## config.mk

```make
export PLATFORM = sky130hd
export DESIGN_NAME = box_animator
export DESIGN_NICKNAME = d
export VERILOG_FILES = /design/src/rtl/box_animator.sv
export SDC_FILE = /design/constraint.sdc
export NUM_CORES = 1
export LEC_CHECK = 0
export ABC_AREA = 1
export BUFFER_PORTS_ARGS = -buffer_cell sky130_fd_sc_hd__clkbuf_2
export CORE_MARGIN = 10
export CORE_UTILIZATION = 50
export CTS_CLUSTER_DIAMETER = 50
export DETAILED_ROUTE_END_ITERATION = 7
export PLACE_DENSITY_LB_ADDON = 0.2
export SYNTH_ARGS = -nofsm -noshare
export SYNTH_HDL_FRONTEND = slang
export SYNTH_SLANG_ARGS = --single-unit
export TNS_END_PERCENT = 20
```

## constraint.sdc

```tcl
create_clock -name clk -period 1.57 [get_ports clk]
set_clock_uncertainty 0.05 [all_clocks]
set_input_delay 0.157 -clock clk [delete_from_list [all_inputs] [get_ports clk]]
set_output_delay 0.157 -clock clk [all_outputs]
set_load 0.05 [all_outputs]
```

## src/rtl/box_animator.sv

```systemverilog
// box_animator: autonomous sequencer that animates a bouncing 4x4 box by
// driving the box drawer's load/plot/coordinate/colour inputs. Each move
// erases the box (black redraw), steps it one pixel diagonally with edge
// bounce, then redraws it in the selected colour.
module box_animator #(
  parameter int         FRAME_CYCLES    = 833334,
  parameter logic [3:0] FRAMES_PER_MOVE = 4'd15,
  parameter logic [6:0] X_MAX           = 7'd124,
  parameter logic [6:0] Y_MAX           = 7'd116,
  parameter logic [6:0] X0              = 7'd0,
  parameter logic [6:0] Y0              = 7'd0
) (
  input  logic       clk,
  input  logic       resetn,
  input  logic [2:0] iColour,
  input  logic       iDone,
  output logic       oLoadX,
  output logic       oPlotBox,
  output logic [6:0] oXY_Coord,
  output logic [2:0] oColour,
  output logic [6:0] oX,
  output logic [6:0] oY,
  output logic       oBusy
);

  localparam int CW = (FRAME_CYCLES > 1) ? $clog2(FRAME_CYCLES) : 1;
  localparam logic [CW-1:0] CYC_LAST = CW'(FRAME_CYCLES - 1);

  typedef enum logic [3:0] {
    S_LDX1        = 4'd0,
    S_LDX2        = 4'd1,
    S_LDY1        = 4'd2,
    S_LDY2        = 4'd3,
    S_PLOT1       = 4'd4,
    S_PLOT2       = 4'd5,
    S_WAIT_DONE   = 4'd6,
    S_WAIT_FRAMES = 4'd7,
    S_MOVE        = 4'd8
  } state_t;

  typedef enum logic {
    MODE_DRAW  = 1'b0,
    MODE_ERASE = 1'b1
  } mode_t;

  state_t        state_r;
  mode_t         mode_r;
  logic          armed_r;     // 0 only in the cycle(s) directly after reset
  logic [6:0]    x_r;
  logic [6:0]    y_r;
  logic          dx_r;
  logic          dy_r;
  logic [2:0]    colour_r;
  logic [CW-1:0] cyc_r;
  logic [3:0]    frame_r;
  logic          load_x_r;
  logic          plot_r;
  logic [6:0]    coord_r;
  logic          busy_r;

  logic [6:0]    x_mv_s;
  logic [6:0]    y_mv_s;
  logic          dx_mv_s;
  logic          dy_mv_s;
  logic          cyc_last_s;
  logic [3:0]    frame_inc_s;

  // Next x position and direction for a MOVE step, bouncing at 0 and X_MAX.
  always_comb begin
    x_mv_s  = x_r;
    dx_mv_s = dx_r;
    if (dx_r && (x_r == X_MAX)) begin
      dx_mv_s = 1'b0;
      x_mv_s  = x_r - 7'd1;
    end else if (!dx_r && (x_r == 7'd0)) begin
      dx_mv_s = 1'b1;
      x_mv_s  = x_r + 7'd1;
    end else if (dx_r) begin
      x_mv_s  = x_r + 7'd1;
    end else begin
      x_mv_s  = x_r - 7'd1;
    end
  end

  // Next y position and direction for a MOVE step, bouncing at 0 and Y_MAX.
  always_comb begin
    y_mv_s  = y_r;
    dy_mv_s = dy_r;
    if (dy_r && (y_r == Y_MAX)) begin
      dy_mv_s = 1'b0;
      y_mv_s  = y_r - 7'd1;
    end else if (!dy_r && (y_r == 7'd0)) begin
      dy_mv_s = 1'b1;
      y_mv_s  = y_r + 7'd1;
    end else if (dy_r) begin
      y_mv_s  = y_r + 7'd1;
    end else begin
      y_mv_s  = y_r - 7'd1;
    end
  end

  // Frame-tick helpers for the WAIT_FRAMES dwell.
  always_comb begin
    cyc_last_s  = (cyc_r == CYC_LAST);
    frame_inc_s = frame_r + 4'd1;
  end

  // Main sequencer: state, position, counters and registered drawer strobes.
  // Strobe registers are loaded on the edge that enters a state, so they are
  // valid for the whole cycle that state is visible.
  always_ff @(posedge clk) begin
    if (!resetn) begin
      state_r  <= S_LDX1;
      mode_r   <= MODE_DRAW;
      armed_r  <= 1'b0;
      x_r      <= X0;
      y_r      <= Y0;
      dx_r     <= 1'b1;
      dy_r     <= 1'b1;
      colour_r <= 3'd0;
      cyc_r    <= '0;
      frame_r  <= 4'd0;
      load_x_r <= 1'b0;
      plot_r   <= 1'b0;
      coord_r  <= 7'd0;
      busy_r   <= 1'b0;
    end else begin
      case (state_r)
        S_LDX1: begin
          if (!armed_r) begin
            // First edge after reset: start the initial draw transfer.
            armed_r  <= 1'b1;
            colour_r <= iColour;
            load_x_r <= 1'b1;
            coord_r  <= x_r;
            busy_r   <= 1'b1;
          end else begin
            state_r  <= S_LDX2;
          end
        end
        S_LDX2: begin
          state_r  <= S_LDY1;
          load_x_r <= 1'b0;
          coord_r  <= y_r;
        end
        S_LDY1: begin
          state_r <= S_LDY2;
        end
        S_LDY2: begin
          state_r <= S_PLOT1;
          plot_r  <= 1'b1;
        end
        S_PLOT1: begin
          state_r <= S_PLOT2;
        end
        S_PLOT2: begin
          state_r <= S_WAIT_DONE;
          plot_r  <= 1'b0;
        end
        S_WAIT_DONE: begin
          if (iDone) begin
            busy_r  <= 1'b0;
            state_r <= (mode_r == MODE_DRAW) ? S_WAIT_FRAMES : S_MOVE;
          end
        end
        S_WAIT_FRAMES: begin
          if (cyc_last_s) begin
            cyc_r <= '0;
            if (frame_inc_s == FRAMES_PER_MOVE) begin
              frame_r  <= 4'd0;
              mode_r   <= MODE_ERASE;
              colour_r <= iColour;
              state_r  <= S_LDX1;
              load_x_r <= 1'b1;
              coord_r  <= x_r;
              busy_r   <= 1'b1;
            end else begin
              frame_r <= frame_inc_s;
            end
          end else begin
            cyc_r <= cyc_r + CW'(1);
          end
        end
        S_MOVE: begin
          x_r      <= x_mv_s;
          y_r      <= y_mv_s;
          dx_r     <= dx_mv_s;
          dy_r     <= dy_mv_s;
          mode_r   <= MODE_DRAW;
          colour_r <= iColour;
          state_r  <= S_LDX1;
          load_x_r <= 1'b1;
          coord_r  <= x_mv_s;
          busy_r   <= 1'b1;
        end
        default: begin
          state_r  <= S_LDX1;
          armed_r  <= 1'b0;
          load_x_r <= 1'b0;
          plot_r   <= 1'b0;
          busy_r   <= 1'b0;
        end
      endcase
    end
  end

  // Erase passes always send black; draw passes send the latched colour.
  assign oColour   = (mode_r == MODE_DRAW) ? colour_r : 3'd0;
  assign oLoadX    = load_x_r;
  assign oPlotBox  = plot_r;
  assign oXY_Coord = coord_r;
  assign oBusy     = busy_r;
  assign oX        = x_r;
  assign oY        = y_r;

endmodule

```

### After elaboration in Yosys (flattened, before gate mapping)

Index checks and enable logic that the tools add are counted.

* output and inout bits: 27
* logic and storage cells: 102
* memory bits (read-only): 0
* RAM bits: 0
* register bits after elaboration: 59
* bits of input ports: 6
* latch bits: 0
* memories: 0

* reduce and logical (&&, ||, !) cells: 27
* mux-type cells: 36
* multiply operators: 0
* shifts and indexed selects: 0
* eq/ne operators: 17
* order comparisons: 0
* add/subtract/negate cells: 6
* divide/modulo/power cells: 0
* bitwise operators: 2

Operators with widths (count)
* 7-bit two-way mux: 9
* 4-bit one-hot mux with 8 select lines: 1
* 7-bit one-hot mux with 4 select lines: 1
* 4-bit two-way mux: 6
* 20-bit by 1-bit adder with 20-bit output, second input constant: 1
* 20-bit equality test, second input constant: 1
* 20-bit two-way mux: 1
* 4-bit by 3-bit equality test with 1-bit output, second input constant: 4
* 4-bit AND reduction: 4
* 7-bit by 1-bit adder with 7-bit output, second input constant: 2
* 7-bit equality test, second input constant: 2
* 7-bit zero test: 2
* 7-bit by 1-bit subtractor with 7-bit output, second input constant: 2
* 3-bit two-way mux: 4
* 2-bit inequality test, second input constant: 5
* 5-bit OR reduction: 2
* 3-bit one-hot mux with 3 select lines: 1
* 4-bit by 2-bit equality test with 1-bit output, second input constant: 2
* 4-bit equality test, second input constant: 2
* 1-bit two-way mux: 8
* 8-bit OR reduction: 1
* 7-bit OR reduction: 1
* 1-bit one-hot mux with 2 select lines: 3
* 2-bit AND reduction: 3
* other kinds (13): 20

### Logic depth before layout (Yosys ltp)

* depth after elaboration: 5
* depth in mapped cells: 13
* mapped depth without buffers: 13

### Worst setup path after synthesis

OpenSTA, ideal clock, no wires.

* kind: register to register
* start point: register x_r[0], in the netlist oX[0]
* end point: register coord_r[3], in the netlist oXY_Coord[3]
* cell stages (with the launch flop): 13
* data arrival time: 1.849 ns
* period minus slack after synthesis: 2.012 ns
* required time: 1.407 ns
* library setup time: 0.113 ns
* slack: -0.442 ns
* path buffers: 0
* cells stage by stage: dfxtp_1 > inv_1 > ha_1 > nand2_1 > nor2_1 > nand2_1 > nand2_2 > nand2_1 > nand2_1 > nand3_1 > nand2_1 > nor2_1 > nor2_1

* longest elaborated chain between the ends: 5
* elaborated cells between the ends (all ways): 10
* classes of those cells: add/sub: 2; eq/ne: 1; mux: 4; reduce/logical: 3

Ends and longest elaborated chain
* start: declaration: RTL line 49 `logic [6:0] x_r;`
* start signal: assignment: RTL line 185 `x_r <= x_mv_s;`
* 7-bit by 1-bit subtractor with 7-bit output, or another cell as far along: RTL line 74, 81
* 7-bit two-way mux or 1-bit logical AND (tied branches): RTL line 78, 75
* 7-bit two-way mux: RTL line 75 `end else if (!dx_r && (x_r == 7'd0)) begin`
* 7-bit two-way mux *: RTL line 72 `if (dx_r && (x_r == X_MAX)) begin`
* 7-bit one-hot mux with 4 select lines *: RTL line 128 `case (state_r)`
* end signal: assignment: RTL line 135 `coord_r <= x_r;`
* end signal: assignment: RTL line 144 `coord_r <= y_r;`
* end signal: assignment: RTL line 175 `coord_r <= x_r;`
* end: declaration: RTL line 58 `logic [6:0] coord_r;`

Every way passes the cells marked *; elsewhere a longest branch is shown, timed or not.
A chain may end at the register's enable or synchronous reset.

### Worst setup path in the final report

* start point: register x_r[0], in the netlist oX[0]
* end point: register coord_r[1], in the netlist oXY_Coord[1]

Same word-level chain as after synthesis.

==> results.yml <==
cts:
  clk_pin_slew_worst_paths_ns: 0.07
  cts.sinks: 59
  postCtsSetupBuffers: 0
  tritoncts_clock_tree: "yes"
  clockBufferDepth: 2
  root_buffer: "sky130_fd_sc_hd__clkbuf_8"
  tritoncts.num_buffers: 9
  clk_latency_ns: 0.34
  htreeDepth: 3
detailed_routing:
  routed_wire_length_per_instance_um: 13.7
  routed_via_density: 5.37
  ant_nets: 0
  drtPass1Iterations: 7
  drcViolationCount: 0
  detailroute.via_count: 4359
  routed_wl_mm: 11.1
  initialDrtViolationCount: 291
cells_and_area:
  final_layout_size_suffix_gt1_share_pct: 31.7
  post_layout_nonfiller_instances: 812
  fillers: 661
  final_core_util_pct: 69.0
  syn_to_final_growth_pct: 33.4
  multi_input_area_mm2: 0.00244
  design.final.nets: 723
  antennaDiodeCount: 0
  sequential_cell_area_mm2: 0.00124
critical_path:
  max_stage_delay_ns: 0.35
  end_kind: "flip-flop"
  path_depth: 9
  critical_path.cell_chain: "inv_4 -> ha_2 -> nand4_1 -> buf_4 -> nand3b_1 -> nand3_2 -> nand2_1 -> nor2_1 -> nor2_1"
  start_kind: "flip-flop"
  cp_max_fo: 5
  cp_common_cell: "sky130_fd_sc_hd__nor2_1"
  setup.worst_path.class: "reg2reg"
  r2r_start: "oX[0]"
  worstPathBufferInverterCount: 2
  path_delay_family: "simple AND/OR/NAND/NOR gates"
  slowest_stage: "sky130_fd_sc_hd__dfxtp_4"
  critical_path.startpoint: "oX[0]"
  timing.critical_path.arrival_ns: 1.82
  worst-endpoint-required_ns: 1.80
  worstRegToRegCells: 9
sta:
  rsz_0062_raised_after_global_routing: "yes"
  setup_viol: 7
  report.final.hold_viol_count: 0
  fin_crit_ns: 1.59
  clock.fmax_mhz: 631
  drv_slew: 0
  min_period_over_period_pct: 101
  finalHoldWorstSlack_ns: 0.0258
  tightestPinTransition_ns: 0.362
  max_slew_headroom_pct: 75.8
  final.setup.worst_slack_ns: -0.0160
grt:
  grt_overflow: 0
  largest_net_degree_at_the_start_of_global_routing: 31
  number_of_global_route_vias_before_repair: 4130
  antenna_violations_before_repair: 0
  grt_util_all_layers_pct: 19.5
  global_route_wire_length_before_repair_mm: 18.7
logic_synthesis:
  synth.lib_cells_used.distinct: 33
  number_of_flops_mapped_to_enable_cells_by_yosys: 0
  syn-mean-instance-area_um2: 6.19
  ys_async_sr_fraction_pct: 0
  syn-instance-count: 609
  synth_largest_area_cell: "sky130_fd_sc_hd__dfxtp_1"
  ys_ff_latch: 59
  ys_dominant_reg_cell: "sky130_fd_sc_hd__dfxtp_1"
  syn-cell-area_mm2: 0.00377
  synth_fp_nets: 624
  synth.cells.most_frequent: "157 x sky130_fd_sc_hd__nand2_1, 86 x sky130_fd_sc_hd__nor2_1, 77 x sky130_fd_sc_hd__inv_1, 59 x sky130_fd_sc_hd__dfxtp_1, 55 x sky130_fd_sc_hd__nand3_1"
  top_area_cells_in_the_synthesized_netlist: "sky130_fd_sc_hd__dfxtp_1 31%, sky130_fd_sc_hd__nand2_1 16%, sky130_fd_sc_hd__nor2_1 8.6%"
  ys_warn_count: 0
  yosys.cell_count.top_type: "sky130_fd_sc_hd__nand2_1"
  sequential_element_share_of_the_synthesized_area_pct: 31.3
  post-synth-top-area-fraction_pct: 31.3
place:
  detailed_place_hpwl_mm: 8.20
  place_worst_setup_slack_ns: -0.0717
  place.gp.congestion: 0.935
  io_buffer_count: 32
  post-place-cells: 796
floorplanning:
  die_outline_area_mm2: 0.0114
  start_util_pct: 51.7
  core_mm2: 0.00729
  pin_count: 33
  dieWidth_um: 107
  rows: 31
  dieHeight_um: 107
hold_path:
  timing.hold.worst_path_depth: 3
  hp-start: "iColour[1]"
  worst_hold_path_type: "in2reg"
power_and_ir_drop:
  report.power.total_uw: 5780
  worst_vdd_drop_mv: 1.08
  cellLeakagePower_uw: 0.00227
  power.density_mw_per_mm2: 1150
job:
  drv_cap: 0
run_status:
  run_status: "finished with violations"
  violations: "setup timing"
## final cells by class
type,count,share of cell area (%)
multi-input cells,450,48.6
flip-flops and latches,59,24.6
repair buffers,107,14.7
inverters,81,6.15
clock buffers,11,3.01
well taps,99,2.46
clock inverters,5,0.547
## placed cells by master, fill, tap and decap left out, types with 15 or more instances in the layout
cell,count
sky130_fd_sc_hd__nand2_1,142
sky130_fd_sc_hd__buf_4,71
sky130_fd_sc_hd__nor2_2,17
sky130_fd_sc_hd__nand3_1,49
sky130_fd_sc_hd__a21oi_1,31
sky130_fd_sc_hd__xor2_1,15
sky130_fd_sc_hd__dfxtp_2,17
sky130_fd_sc_hd__inv_1,70
sky130_fd_sc_hd__dfxtp_1,33
sky130_fd_sc_hd__clkbuf_2,32
sky130_fd_sc_hd__nand4_1,20
sky130_fd_sc_hd__nor2_1,69
## worst paths after layout
path	slack, ns	endpoint
worst max-delay path	-0.02	oXY_Coord[1]
worst min-delay path	0.03	colour_r[1]
worst max register to register	-0.02	oXY_Coord[1]
worst min register to register	0.41	colour_r[2]
## power by group
group	leakage [uW]	switching, uW	total, uW	internal [uW]
clock	0.0000949	635	1280	647
combinational	0.00168	1710	2650	942
sequential	0.000494	148	1840	1690
total	0.00227	2500	5780	3280
## kinds of logic (layout without fill, tap and decap cells)
group                    after synthesis  count (layout)  share of synthesized area, %
AO/OA/AOI/OAI                         71              71                          10.3
XOR/XNOR                              18              18                          4.18
adder cells (fa/ha/maj)                9               9                          2.99
buffers and inverters                100             204                          10.7
flip-flops                            59              59                          31.3
AND/OR/NAND/NOR                      352             352                          40.5
## routing by layer
layer / wire length [um] / up-vias / global-route usage, % / part of all wire [%]
met3: 666 / 22 / 4.01 / 6.0
met4: 180 / 0 / 7.35 / 1.6
met1: 5010 / 2048 / 24.7 / 45
met2: 5230 / 120 / 31.7 / 47
met5: 0 / - / 0 / 0
li1: - / 2169 / - / -
## flip-flops by register name (all words and copies together) (netlist names)
signal and flops:
cyc_r 20, oXY_Coord 7, oX 7, oY 7, frame_r 4, state_r 4, colour_r 3, armed_r 1
dx_r 1, dy_r 1, mode_r 1, oBusy 1, oLoadX 1, oPlotBox 1
## worst register-to-register path: stages, from the launching register on
cell,delay [ns]
sky130_fd_sc_hd__dfxtp_4,0.35
sky130_fd_sc_hd__inv_4,0.07
sky130_fd_sc_hd__ha_2,0.17
sky130_fd_sc_hd__nand4_1,0.26
sky130_fd_sc_hd__buf_4,0.24
sky130_fd_sc_hd__nand3b_1,0.09
sky130_fd_sc_hd__nand3_2,0.09
sky130_fd_sc_hd__nand2_1,0.08
sky130_fd_sc_hd__nor2_1,0.04
sky130_fd_sc_hd__nor2_1,0.08
## metrics by stage
step | cell area, um^2 | setup TNS (ns)
2_1_floorplan | 3810 | -0.106
3_3_place_gp | 4560 | -0.286
3_5_place_dp | 4560 | -0.662
4_1_cts | 4820 | -0.0912
5_1_grt | 5030 | -2.64
6_report | 5030 | -0.0526
## timing repair
action | in CTS | in global routing
setup endpoints to repair | 20 | 54
hold buffers | 0 | 0
gates resized for setup | 28 | 70
pin swaps | 6 | 20
endpoints found under the hold margin | 0 | 0
No activity file was read; power rests on OpenSTA's default activity.
